**config.mk**
```make
export PLATFORM = sky130hd
export DESIGN_NAME = noc_conf_bus_arbiter
export DESIGN_NICKNAME = d
export VERILOG_FILES = /design/src/rtl/noc_conf_pkg.sv /design/src/rtl/noc_rr_arbiter.sv /design/src/rtl/noc_conf_bus_arbiter.sv
export SDC_FILE = /design/constraint.sdc
export NUM_CORES = 1
export LEC_CHECK = 0
export BUFFER_PORTS_ARGS = -buffer_cell sky130_fd_sc_hd__buf_2
export CORE_UTILIZATION = 49
export DETAILED_ROUTE_END_ITERATION = 8
export PLACE_DENSITY = 0.8
export SLEW_MARGIN = 20
export SYNTH_ARGS = -nofsm -noshare
export SYNTH_HDL_FRONTEND = slang
export SYNTH_SLANG_ARGS = --single-unit
```
**constraint.sdc**
```tcl
create_clock -name clk_noc -period 2.2 [get_ports clk_noc]
set_clock_uncertainty 0.15 [all_clocks]
set_input_delay 0.11 -clock clk_noc [delete_from_list [all_inputs] [get_ports clk_noc]]
set_output_delay 0.11 -clock clk_noc [all_outputs]
set_load 0.01 [all_outputs]
```
**src/rtl/noc_conf_pkg.sv**
```systemverilog
// rtl/noc_conf_pkg.sv - shared types and widths for the NoC configuration bus
package noc_conf_pkg;

    localparam int CONF_X         = 3;
    localparam int CONF_Y         = 3;
    localparam int NODES          = CONF_X * CONF_Y;
    localparam int CONF_MAX_PORTS = 8;
    localparam int CONF_LUT_SIZE  = 8;

    localparam int CONF_DATA_W = $clog2(CONF_MAX_PORTS + 1);
    localparam int CONF_SEL_W  = $clog2(CONF_MAX_PORTS);
    localparam int CONF_SLOT_W = $clog2(CONF_LUT_SIZE);
    localparam int CONF_NODE_W = $clog2(NODES);

    typedef enum logic [1:0] {
        LUT_RTR = 2'd0,
        LUT_NI  = 2'd1,
        LINK_EN = 2'd2
    } conf_kind_t;

    typedef enum logic [1:0] {
        ST_IDLE  = 2'd0,
        ST_ISSUE = 2'd1,
        ST_GAP   = 2'd2
    } conf_state_t;

    typedef struct packed {
        conf_kind_t               kind;
        logic [CONF_NODE_W-1:0]   node;
        logic [CONF_SEL_W-1:0]    sel;
        logic [CONF_SLOT_W-1:0]   slot;
        logic [CONF_DATA_W-1:0]   data;
        logic                     lock;
    } conf_req_t;

endpackage

```
**src/rtl/noc_rr_arbiter.sv**
```systemverilog
// rtl/noc_rr_arbiter.sv - combinational round-robin one-hot picker starting at ptr
module noc_rr_arbiter #(
    parameter int N  = 2,
    parameter int IW = 1
) (
    input  logic [N-1:0]  req,
    input  logic [IW-1:0] ptr,
    output logic [N-1:0]  grant,
    output logic [IW-1:0] grant_idx,
    output logic          any
);

    always_comb begin
        grant     = '0;
        grant_idx = '0;
        any       = 1'b0;
        for (int i = 0; i < N; i++) begin
            int c;
            c = int'(ptr) + i;
            if (c >= N) c = c - N;
            if (!any && req[c]) begin
                any       = 1'b1;
                grant[c]  = 1'b1;
                grant_idx = IW'(c);
            end
        end
    end

endmodule

```
**src/rtl/noc_conf_bus_arbiter.sv**
```systemverilog
// rtl/noc_conf_bus_arbiter.sv - NoC config bus arbiter: round-robin/locked grant, one strobe per write, post-strobe gap
module noc_conf_bus_arbiter
    import noc_conf_pkg::*;
#(
    parameter int NREQ       = 2,
    parameter int X          = 3,
    parameter int Y          = 3,
    parameter int MAX_PORTS  = 8,
    parameter int LUT_SIZE   = 8,
    parameter int GAP_CYCLES = 1
) (
    input  logic                                    clk_noc,
    input  logic                                    rst_noc,
    input  logic [NREQ-1:0]                         req_valid,
    output logic [NREQ-1:0]                         req_ready,
    input  conf_req_t [NREQ-1:0]                    req,
    output logic [$clog2(MAX_PORTS+1)-1:0]          lut_conf_data,
    output logic [$clog2(MAX_PORTS)-1:0]            lut_conf_sel,
    output logic [$clog2(LUT_SIZE)-1:0]             lut_conf_slot,
    output logic [$clog2(X*Y)-1:0]                  config_node,
    output logic                                    lut_conf_valid,
    output logic                                    lut_conf_valid_ni,
    output logic                                    link_en_valid,
    output logic                                    busy,
    output logic [((NREQ > 1) ? $clog2(NREQ) : 1)-1:0] grant_id,
    output logic [15:0]                             wr_cnt,
    output logic [7:0]                              err_cnt
);

    localparam int GW      = (NREQ > 1) ? $clog2(NREQ) : 1;
    localparam int GCW     = (GAP_CYCLES > 0) ? $clog2(GAP_CYCLES + 1) : 1;
    localparam int N_NODES = X * Y;

    conf_state_t     state;
    logic [GW-1:0]   rr_ptr;
    logic [GW-1:0]   lock_owner;
    logic            lock_held;
    logic [GCW-1:0]  gap_cnt;

    logic [NREQ-1:0] owner_mask;
    logic [NREQ-1:0] eligible;
    logic [NREQ-1:0] pick;
    logic [GW-1:0]   pick_idx;
    logic            pick_any;
    logic            accept;
    logic            win_legal;
    logic            win_kind_ok;
    conf_req_t       win;

    always_comb begin
        owner_mask             = '0;
        owner_mask[lock_owner] = 1'b1;
    end

    // While a burst is locked, the owner is the only candidate; others simply wait.
    assign eligible = lock_held ? (req_valid & owner_mask) : req_valid;

    noc_rr_arbiter #(
        .N  (NREQ),
        .IW (GW)
    ) u_rr (
        .req       (eligible),
        .ptr       (rr_ptr),
        .grant     (pick),
        .grant_idx (pick_idx),
        .any       (pick_any)
    );

    assign accept      = (state == ST_IDLE) && pick_any;
    assign req_ready   = (state == ST_IDLE) ? pick : '0;
    assign win         = req[pick_idx];
    assign win_legal   = int'(win.node) < N_NODES;
    assign win_kind_ok = win.kind inside {LUT_RTR, LUT_NI, LINK_EN};
    assign busy        = (state != ST_IDLE) || lock_held;

    always_ff @(posedge clk_noc or posedge rst_noc) begin
        if (rst_noc) begin
            state             <= ST_IDLE;
            rr_ptr            <= '0;
            lock_owner        <= '0;
            lock_held         <= 1'b0;
            gap_cnt           <= '0;
            grant_id          <= '0;
            lut_conf_data     <= '0;
            lut_conf_sel      <= '0;
            lut_conf_slot     <= '0;
            config_node       <= '0;
            lut_conf_valid    <= 1'b0;
            lut_conf_valid_ni <= 1'b0;
            link_en_valid     <= 1'b0;
            wr_cnt            <= '0;
            err_cnt           <= '0;
        end else begin
            lut_conf_valid    <= 1'b0;
            lut_conf_valid_ni <= 1'b0;
            link_en_valid     <= 1'b0;
            case (state)
                ST_IDLE: begin
                    if (accept) begin
                        grant_id      <= pick_idx;
                        rr_ptr        <= (int'(pick_idx) == NREQ - 1) ? '0 : pick_idx + 1'b1;
                        lock_held     <= win.lock;
                        lock_owner    <= pick_idx;
                        lut_conf_data <= win.data;
                        lut_conf_sel  <= win.sel;
                        lut_conf_slot <= win.slot;
                        config_node   <= win.node;
                        // Out-of-mesh targets still walk the FSM so pacing is unchanged.
                        if (win_legal) begin
                            case (win.kind)
                                LUT_RTR: lut_conf_valid    <= 1'b1;
                                LUT_NI:  lut_conf_valid_ni <= 1'b1;
                                LINK_EN: link_en_valid     <= 1'b1;
                                default: ;
                            endcase
                            if (win_kind_ok && wr_cnt != 16'hFFFF) wr_cnt <= wr_cnt + 16'd1;
                        end else if (err_cnt != 8'hFF) begin
                            err_cnt <= err_cnt + 8'd1;
                        end
                        state <= ST_ISSUE;
                    end
                end
                ST_ISSUE: begin
                    if (GAP_CYCLES == 0) begin
                        state <= ST_IDLE;
                    end else begin
                        state   <= ST_GAP;
                        gap_cnt <= GCW'(GAP_CYCLES - 1);
                    end
                end
                ST_GAP: begin
                    if (gap_cnt == '0) state <= ST_IDLE;
                    else gap_cnt <= gap_cnt - 1'b1;
                end
                default: state <= ST_IDLE;
            endcase
        end
    end

endmodule

```
## Word level (Yosys, flattened, before mapping)

Index checks and enable logic that the tools add are counted.

| word-level totals | value |
|---|---|
| flip-flop bits (word level) | 47 |
| latch bits | 0 |
| bits in writable memories | 0 |
| memory bits (read-only) | 0 |
| input port bits | 38 |
| output and inout port bits | 45 |
| logic and storage cells | 101 |
| memories | 0 |

| cells by class | value |
|---|---|
| add/sub/neg operators | 7 |
| multipliers | 0 |
| div/mod/pow operators | 0 |
| order comparisons | 10 |
| equal/unequal tests | 8 |
| shift-type cells | 0 |
| mux-type cells | 42 |
| bitwise gates (word level) | 3 |
| reduce and logical (&&, ||, !) cells | 17 |

Operators with widths:

| operator | number |
|---|---|
| $ge 32x1->1 const B | 2 |
| $lt 32x3->1 const B | 2 |
| $mux 32 | 2 |
| $mux 17 | 2 |
| $ge 32x3->1 const B | 1 |
| $sub 32x3->32 const B | 1 |
| $mux 1 | 27 |
| $add 16x1->16 const B | 1 |
| $ne 16x16->1 const B | 1 |
| $mux 2 | 6 |
| $add 8x1->8 const B | 1 |
| $ne 8x8->1 const B | 1 |
| $reduce_and 4->1 | 2 |
| $logic_and 1x1->1 | 6 |
| $pmux 2 s3 | 1 |
| $eq 2x1->1 const B | 2 |
| $eq 2x2->1 const B | 2 |
| $logic_not 2->1 | 2 |
| $lt 1x2->1 const B | 2 |
| $lt 4x4->1 const B | 1 |
| $ne 2x2->1 const B | 2 |
| $reduce_and 2->1 | 2 |
| $reduce_bool 2->1 | 2 |
| $demux 1 s1 | 3 |
| other kinds (13) | 13 |

## Depth between registers and ports, before layout

Gate-level depths: netlist of the first run.

| logic depth | value |
|---|---|
| depth after elaboration | 20 |
| mapped depth | 7 |
| mapped depth without buffers | 6 |

## By module

A second synthesis of the first run with hierarchy kept.

| second synthesis, totals | value |
|---|---|
| cells, all modules | 215 |
| area total of the unflattened synthesis | 2328.5 sq um |

By module, submodules not included:

| module | instances | cells an instance | area an instance (sq um) | seq. area each (sq um) |
|---|---|---|---|---|
| noc_conf_bus_arbiter | 1 | 210 | 2296.0 | 1151.1 |
| noc_rr_arbiter | 1 | 5 | 32.5 | 0.0 |

## Worst setup path before layout of the first run

OpenSTA, ideal clock, no wires.

| path | value |
|---|---|
| path type | register to register |
| start | register lock_held |
| end | register wr_cnt[1] |
| setup time | 0.125 ns |
| data arrival time | 1.622 ns |
| required time | 1.925 ns |
| setup slack | 0.303 ns |
| cell stages (with the launch flop) | 6 |
| path buffers | 0 |
| clock period less this slack | 1.897 ns |
| path through | dfrtp_1 -> or3b_4 -> nand3_2 -> mux2i_2 -> nor2_1 -> mux2_2 |

| between the ends | value |
|---|---|
| cells in the longest elaborated chain, start to end | 14 |
| elaborated cells on any way between the ends | 23 |
| classes of those cells | 1 x order compare; 2 x eq/ne; 13 x mux; 7 x reduce/logical |

Ends and longest elaborated chain:

| item | line | text |
|---|---|---|
| start: declaration | noc_conf_bus_arbiter.sv:37 | `logic lock_held;` |
| start signal: assignment | noc_conf_bus_arbiter.sv:102 | `lock_held <= win.lock;` |
| $mux 2 (*) | noc_conf_bus_arbiter.sv:56 | `assign eligible = lock_held ? (req_valid & owner_mask) : req_valid;` |
| branches (longest 12 deep; another with $lt 4x4->1) | -- |  |
| $reduce_and 4->1 (no line) (*) | -- |  |
| end signal: assignment | noc_conf_bus_arbiter.sv:116 | `if (win_kind_ok && wr_cnt != 16'hFFFF) wr_cnt <= wr_cnt + 16'd1;` |
| end: declaration | noc_conf_bus_arbiter.sv:26 | `output logic [15:0] wr_cnt,` |

Every way passes the cells marked *. The select of a mux whose other input is x is not followed.
A chain may end at the register's enable or synchronous reset.

## Worst setup path in the final report of the first run

| path | value |
|---|---|
| start | register lock_held |
| end | register link_en_valid |

| between the ends | value |
|---|---|
| cells in the longest elaborated chain, start to end | 15 |
| elaborated cells on any way between the ends | 22 |
| classes of those cells | 1 x order compare; 1 x eq/ne; 17 x mux; 3 x reduce/logical |

Ends and longest elaborated chain:

| item | line | text |
|---|---|---|
| $mux 2 (*) | noc_conf_bus_arbiter.sv:56 |  |
| branches (longest 12 deep; another with $lt 4x4->1) | -- |  |
| $mux 1 (*) | noc_conf_bus_arbiter.sv:99 | `if (accept) begin` |
| $mux 1 (*) | noc_conf_bus_arbiter.sv:97 | `case (state)` |
| end signal: assignment | noc_conf_bus_arbiter.sv:90 | `link_en_valid <= 1'b0;` |
| end signal: assignment | noc_conf_bus_arbiter.sv:96 | `link_en_valid <= 1'b0;` |
| end signal: assignment | noc_conf_bus_arbiter.sv:113 | `LINK_EN: link_en_valid <= 1'b1;` |
| end: declaration | noc_conf_bus_arbiter.sv:23 | `output logic link_en_valid,` |

Marks and branches as above.

==> impl_metrics.csv, run 1 <==
group,metric,value,unit
clock_network,cts_tree,"done",
die,die_x,69.5,um
logic_synthesis,synthTopCellsByArea,"dfrtp_1 52%, xor2_1 6.3%, a222oi_1 4.9%",
layout,fin_nets,374,
die,dieArea,4820,um^2
clock_network,cts_buffers,5,
run_status,outcome,"completed",
global_route,grt_max_degree,26,
placed_design,io_buffers,82,
routing,wl_met2,2.89,mm
power_and_ir_drop,ir_drop,801,uV
logic_synthesis,ys_seq_area_share,51.6,%
placed_design,pre_cts_slack,-0.183,ns
routing,drtIter0Drc,128,
routing,route.detailed.drc,0,
routing,dr.pass1.iters,4,
job,max_cap_viol_count,0,
logic_synthesis,synthCells,201,
power_and_ir_drop,p_switching,1.36,mW
layout,antenna_cells,0,
hold_path,hold_path.class,"input pin to flip-flop",
layout,synthToLayoutAreaGrowth,47.9,%
power_and_ir_drop,seq_power_share,37.4,%
critical_path,startpoint_type,"flip-flop",
clock_network,clockBufferDepth,2,
power_and_ir_drop,comb_power_share,45.3,%
critical_path,cp.required,2.25,ns
clock_network,clock_latency,0.30,ns
logic_synthesis,ys_types,45,
timing,min_period_over_period,97.1,%
power_and_ir_drop,p_leak,1.73,nW
clock_network,clk_pin_slew,0.08,ns
logic_synthesis,syn_area_per_cell,11.1,um^2
routing,vias,2089,
logic_synthesis,syn-cell-area,2230,um^2
routing,route.met3.wl,292,um
power_and_ir_drop,p_int,2.21,mW
routing,drt-met1-wl,2.34,mm
timing,max_freq,0.468,GHz
timing,setup_violations,0,
clock_network,clock_sinks,46,
global_route,grt_pass1_vias,2001,
critical_path,path_class,"flip-flop to flip-flop",
die,core-area,4350,um^2
clock_network,h-tree-depth,2,
routing,totalWireLength,5.62,mm
die,rows,24,
critical_path,crit_path_end_kind,"flip-flop",
logic_synthesis,yosysTopAreaCell,"dfrtp_1",
timing,period_minus_slack,2.14,ns
critical_path,critical_path.max_fanout,6,
die,die_h,69.5,um
die,initial_core_util,51.2,%
logic_synthesis,synthDominantCellAreaShare,51.6,%
die,io_pins,83,
layout,drive_above_1_share,37.9,%
global_route,antenna_found_initial,0,
routing,wl_per_cell,14.5,um
clock_network,cts-root-buf,"clkbuf_8",
logic_synthesis,synth-seq-cells,46,
logic_synthesis,synth_fp_nets,241,
hold_path,hold_path_depth,3,
timing,slew_viol_final,0,
routing,vias_per_cell,5.40,
critical_path,cp.arrival,2.18,ns
timing,rsz0062_at_grt,"false",
power_and_ir_drop,pwr-share-clk,17.3,%
routing,routed.top_layer,"met4",
logic_synthesis,ys.warnings.count,0,
global_route,overflow,0,
power_and_ir_drop,p_per_area,1080,nW/um^2
routing,postRouteAntennaNets,0,
power_and_ir_drop,power,3.57,mW
placed_design,gp_congestion,0.817,
global_route,grt_pass1_wl,9.21,mm
timing,setup_ws,0.0632,ns
timing,worst_pin_slew,0.483,ns
timing,hold_viol,0,
timing,slew_headroom,67.8,%
placed_design,post-dp-hpwl,3.50,mm
critical_path,rr_worst_depth,7,
power_and_ir_drop,swShare,38.1,%
global_route,grt.total_usage,24.4,%
sequential cells by signal, summed over array words and instances, names as in the netlist, 2 cells and up:
| name | count |
|---|---|
| wr_cnt | 16 |
| err_cnt | 8 |
| config_node | 4 |
| lut_conf_data | 4 |
| lut_conf_sel | 3 |
| lut_conf_slot | 3 |
| state | 2 |
through the flow:
| step | std cells | setup TNS [ns] | hold slack (ns) | utilization [%] | cell area (um^2) |
|---|---|---|---|---|---|
| finish | 387 | 0 | 0.0854 | 75.7 | 3300 |
| global placement | 337 | -0.241 | 0.00452 | 63.2 | 2750 |
| floorplan | 201 | 0 | 0.0853 | - | 2230 |
| CTS | 380 | 0 | 0.0761 | 74.0 | 3220 |
| global route | 387 | 0 | 0.120 | 75.7 | 3300 |
| detailed placement | 337 | -0.856 | 0.0110 | 63.2 | 2750 |
layout by cell type, fill, tap and decap left out, types with 2 or more instances in the layout:
cell,count
dlygate4sd3_1,35
and2_1,2
o21ai_0,5
a211oi_1,2
clkinv_2,2
buf_2,82
and4_1,4
or3b_2,2
o31ai_1,2
or2b_1,2
nand4_1,6
nand3b_1,2
nor4_2,2
xnor2_1,6
nor2_1,7
clkbuf_8,5
mux2i_1,4
and3_1,3
ha_1,2
dfrtp_1,46
a222oi_1,11
buf_4,17
nand2_1,15
nor3_1,9
nor4_1,3
nand3_1,6
inv_1,12
inv_2,2
mux2_2,2
xor2_1,16
what timing repair did:
action | in CTS | in global routing
pin swaps | 0 | 1
endpoints found under the hold margin | 39 | 0
setup buffers | 0 | 7
endpoints found under the setup margin | 15 | 17
hold buffers | 35 | 0
resized for setup | 1 | 8
synth_stat cells, drive strengths merged:
library cell	number
and2	2
xor2	16
nand3b	2
nand2	15
o221ai	1
nor4bb	1
o31ai	2
a21boi	3
nor2	7
inv	14
nor3b	1
a211oi	2
dfrtp	46
or3	1
a31oi	1
nor2b	1
mux2	2
nor3	9
a222oi	11
xnor2	6
nor4	6
or2	1
and4	4
ha	2
o211a	1
buf	5
nand4	6
o31a	1
clkbuf	5
nand3	7
nor4b	1
or3b	3
or2b	2
and3	3
o21ai	6
mux2i	5
worst max-delay path: stages, from the launching register on:
cell      delay, ns
dfrtp_1        0.38
buf_4          0.15
or2b_1         0.22
nand3_4        0.12
buf_8          0.15
buf_4          0.13
or3b_2         0.46
a211oi_1       0.27
kinds of logic after synthesis:
| family | Yosys count | share of synthesized area, % |
|---|---|---|
| muxes | 7 | 3.42 |
| adders and majority gates | 2 | 1.12 |
| AOI/OAI and AO/OA | 28 | 10.6 |
| DFF | 46 | 51.6 |
| buffers and inverters | 24 | 4.83 |
| xor gates and xnor gates | 22 | 8.64 |
| and+or+nand+nor | 72 | 19.8 |
power groups by stage:
stage                     clock network [mW]  logic, mW  registers (mW)
after floorplan                            0      0.791            1.45
after global placement                     0       1.43            1.34
after detailed placement                   0       1.46            1.34
after CTS                              0.629       1.52            1.32
after global routing                   0.667       1.77            1.38
final                                  0.618       1.62            1.34
area by class of cell:
| cell class | instances | area [um^2] |
|---|---|---|
| clock inverters | 3 | 40.0 |
| well taps | 52 | 65.1 |
| clock buffers | 5 | 68.8 |
| repair buffers | 136 | 923 |
| flip-flops and latches | 46 | 1150 |
| inverters | 14 | 52.6 |
| fillers | 294 | 1060 |
| multi-input cells | 131 | 997 |
per-layer routing:
metal / global-route usage [%] / up-vias
met5: 0 / -
met4: 12.7 / 0
met3: 4.07 / 9
met2: 40.3 / 72
met1: 30.9 / 1012
li1: - / 996
path summary, 6_finish.rpt:
check	slack, ns	end	start
max	0.06	link_en_valid	lock_held
min	0.09	state[0]	req_valid[1]
max reg2reg	0.06	link_en_valid	lock_held
min reg2reg	0.34	config_node[2]	config_node[2]
max in group asynchronous	1.19	state[0]	rst_noc
min in group asynchronous	0.21	wr_cnt[14]	rst_noc
(Power assumes the default switching activity.)
==> run 2: changes to the inputs <==
REMOVE_ABC_BUFFERS = 1   (was unset)
==> impl_metrics.csv, run 2 (synthesis results as in run 1) <==
group,metric,value,unit
routing,dr.pass1.iters,6,
timing,period_minus_slack,2.22,ns
timing,min_period_over_period,101,%
placed_design,post-dp-hpwl,3.70,mm
power_and_ir_drop,p_per_area,1090,nW/um^2
die,core-area,4350,um^2
global_route,antenna_found_initial,0,
timing,worst_pin_slew,0.510,ns
timing,fin_setup_tns,-0.0226,ns
global_route,grt.total_usage,25.1,%
clock_network,clk_pin_slew,0.09,ns
die,die_x,69.5,um
critical_path,cp.required,2.24,ns
timing,max_freq,0.450,GHz
clock_network,clockBufferDepth,2,
layout,layout_commonest_cell,"buf_2",
critical_path,critical_path.max_fanout,15,
die,io_pins,83,
global_route,overflow,0,
clock_network,cts_tree,"done",
die,die_h,69.5,um
layout,antenna_cells,0,
critical_path,r2r_end,"wr_cnt[1]",
routing,route.detailed.drc,0,
layout,synthToLayoutAreaGrowth,44.4,%
timing,setup_violations,1,
routing,vias,2077,
critical_path,crit_start,"req[12]",
critical_path,crit_path_end_kind,"flip-flop",
critical_path,cp_top_family,"buffers and inverters",
critical_path,rr_startpoint,"lock_held",
timing,slew_headroom,66.0,%
clock_network,clock_sinks,46,
placed_design,gp_congestion,0.851,
routing,drtIter0Drc,138,
clock_network,cts_buffers,5,
layout,top_register,"wr_cnt",
critical_path,reg2reg_slack,0.07,ns
timing,setup_ws,-0.0226,ns
power_and_ir_drop,p_leak,1.69,nW
layout,fin_nets,363,
run_status,violations,"setup timing",
layout,drive_above_1_share,36.4,%
die,initial_core_util,51.2,%
critical_path,startpoint_type,"input pin",
timing,hold_viol,0,
global_route,grt_pass1_vias,2056,
critical_path,cp_cell_sequence,"dlygate4sd3_1, buf_2, o31ai_2, a21boi_1, mux2i_4, buf_12, nor2_1, mux2_2",
layout,final.fill_count,308,
run_status,outcome,"finished, violations left",
die,rows,24,
critical_path,path_class,"input pin to flip-flop",
critical_path,critPathBufInv,3,
layout,final_cell_mix,"82 x buf_2, 46 x dfrtp_1, 33 x dlygate4sd3_1",
placed_design,place_inst,335,
routing,wl_per_cell,16.2,um
critical_path,cp.depth,8,
power_and_ir_drop,ir_drop,675,uV
layout,reg.largest.list,"wr_cnt x16, err_cnt x8",
global_route,grt_pass1_wl,9.47,mm
clock_network,cts-root-buf,"clkbuf_8",
critical_path,slowest_delay,0.54,ns
layout,final_util,73.9,%
timing,slew_viol_final,0,
routing,postRouteAntennaNets,0,
critical_path,cp.arrival,2.26,ns
clock_network,h-tree-depth,2,
job,max_cap_viol_count,0,
layout,largest_reg_flops,16,
global_route,grt_max_degree,26,
routing,vias_per_cell,5.52,
routing,totalWireLength,6.08,mm
clock_network,clock_latency,0.30,ns
critical_path,critPathCapture,"wr_cnt[1]",
die,dieArea,4820,um^2
critical_path,slowest_stage,"dlygate4sd3_1",
placed_design,io_buffers,82,
hold_path,hold_path.class,"input pin to flip-flop",
layout,fin_cells,376,
critical_path,rr_worst_depth,6,
## run 2: cell types whose count changed in the layout (fill, tap and decap cells not counted), moves of 2 or more
cell and change:
buf_4 -8, clkinv_2 -2, dlygate4sd3_1 -2, o31ai_1 -2
o31ai_2 +2
## run 2: power by group
| part | switching [mW] | internal [mW] | total (mW) |
|---|---|---|---|
| Sequential | 0.248 | 1.12 | 1.37 |
| Clock | 0.285 | 0.339 | 0.624 |
| Combinational | 0.852 | 0.673 | 1.52 |
| Total | 1.39 | 2.13 | 3.52 |
## run 2: layout make-up
cell class                 count  area, um^2  area share (%)
sequential                    46        1150            35.8
multi-input combinational    131        1010            31.4
clock inverter                 2        37.5            1.17
timing repair buffer         125         828            25.7
inverter                      14        52.6            1.63
tap                           52        65.1            2.02
clock buffer                   6        72.6            2.25
## run 2: worst min-delay path: stages
cell     delay [ns]
buf_2          0.11
mux2i_1        0.11
o21ai_0        0.10
## run 2: metal layers
layer  part of all wire [%]  GRT usage [%]  wire length, um  up-vias
met4                    1.9           8.84              115        0
met1                     40           30.4             2430     1010
met5                      0              0                0        -
met3                    5.6           5.96              341       11
li1                       -              -                -      976
met2                     53           43.6             3200       80
## run 2: how the worst min path moves through the flow
stage	slack, ns	depth (start not counted)	from	to
3_5_place_dp	0.03	2	rst_noc	err_cnt[1]
6_report	0.03	3	req[30]	config_node[2]
2_1_floorplan	0.09	2	req[0]	lock_held
5_1_grt	0.02	3	req[30]	config_node[2]
4_1_cts	0.002	3	req[30]	config_node[2]
3_3_place_gp	0.02	2	rst_noc	err_cnt[1]
## run 2: through the flow
step                area [um^2]  total power, mW  hold WS, ns  worst slack [ns]
floorplan                  2170             2.18       0.0853            -0.186
global placement           2740             2.72       0.0217             0.153
detailed placement         2740             2.78       0.0302            0.0658
CTS                        3180             3.46      0.00180            0.0158
global route               3220             3.74       0.0175           -0.0702
finish                     3220             3.52       0.0257           -0.0226
## run 2: repair_timing
action | 4_1_cts | 5_1_grt
setup endpoints to repair | 1 | 10
resized for setup | 1 | 9
pin swaps | 0 | 0
buffers inserted | 0 | 0
hold endpoints to repair | 40 | 0
hold buffers | 33 | 0
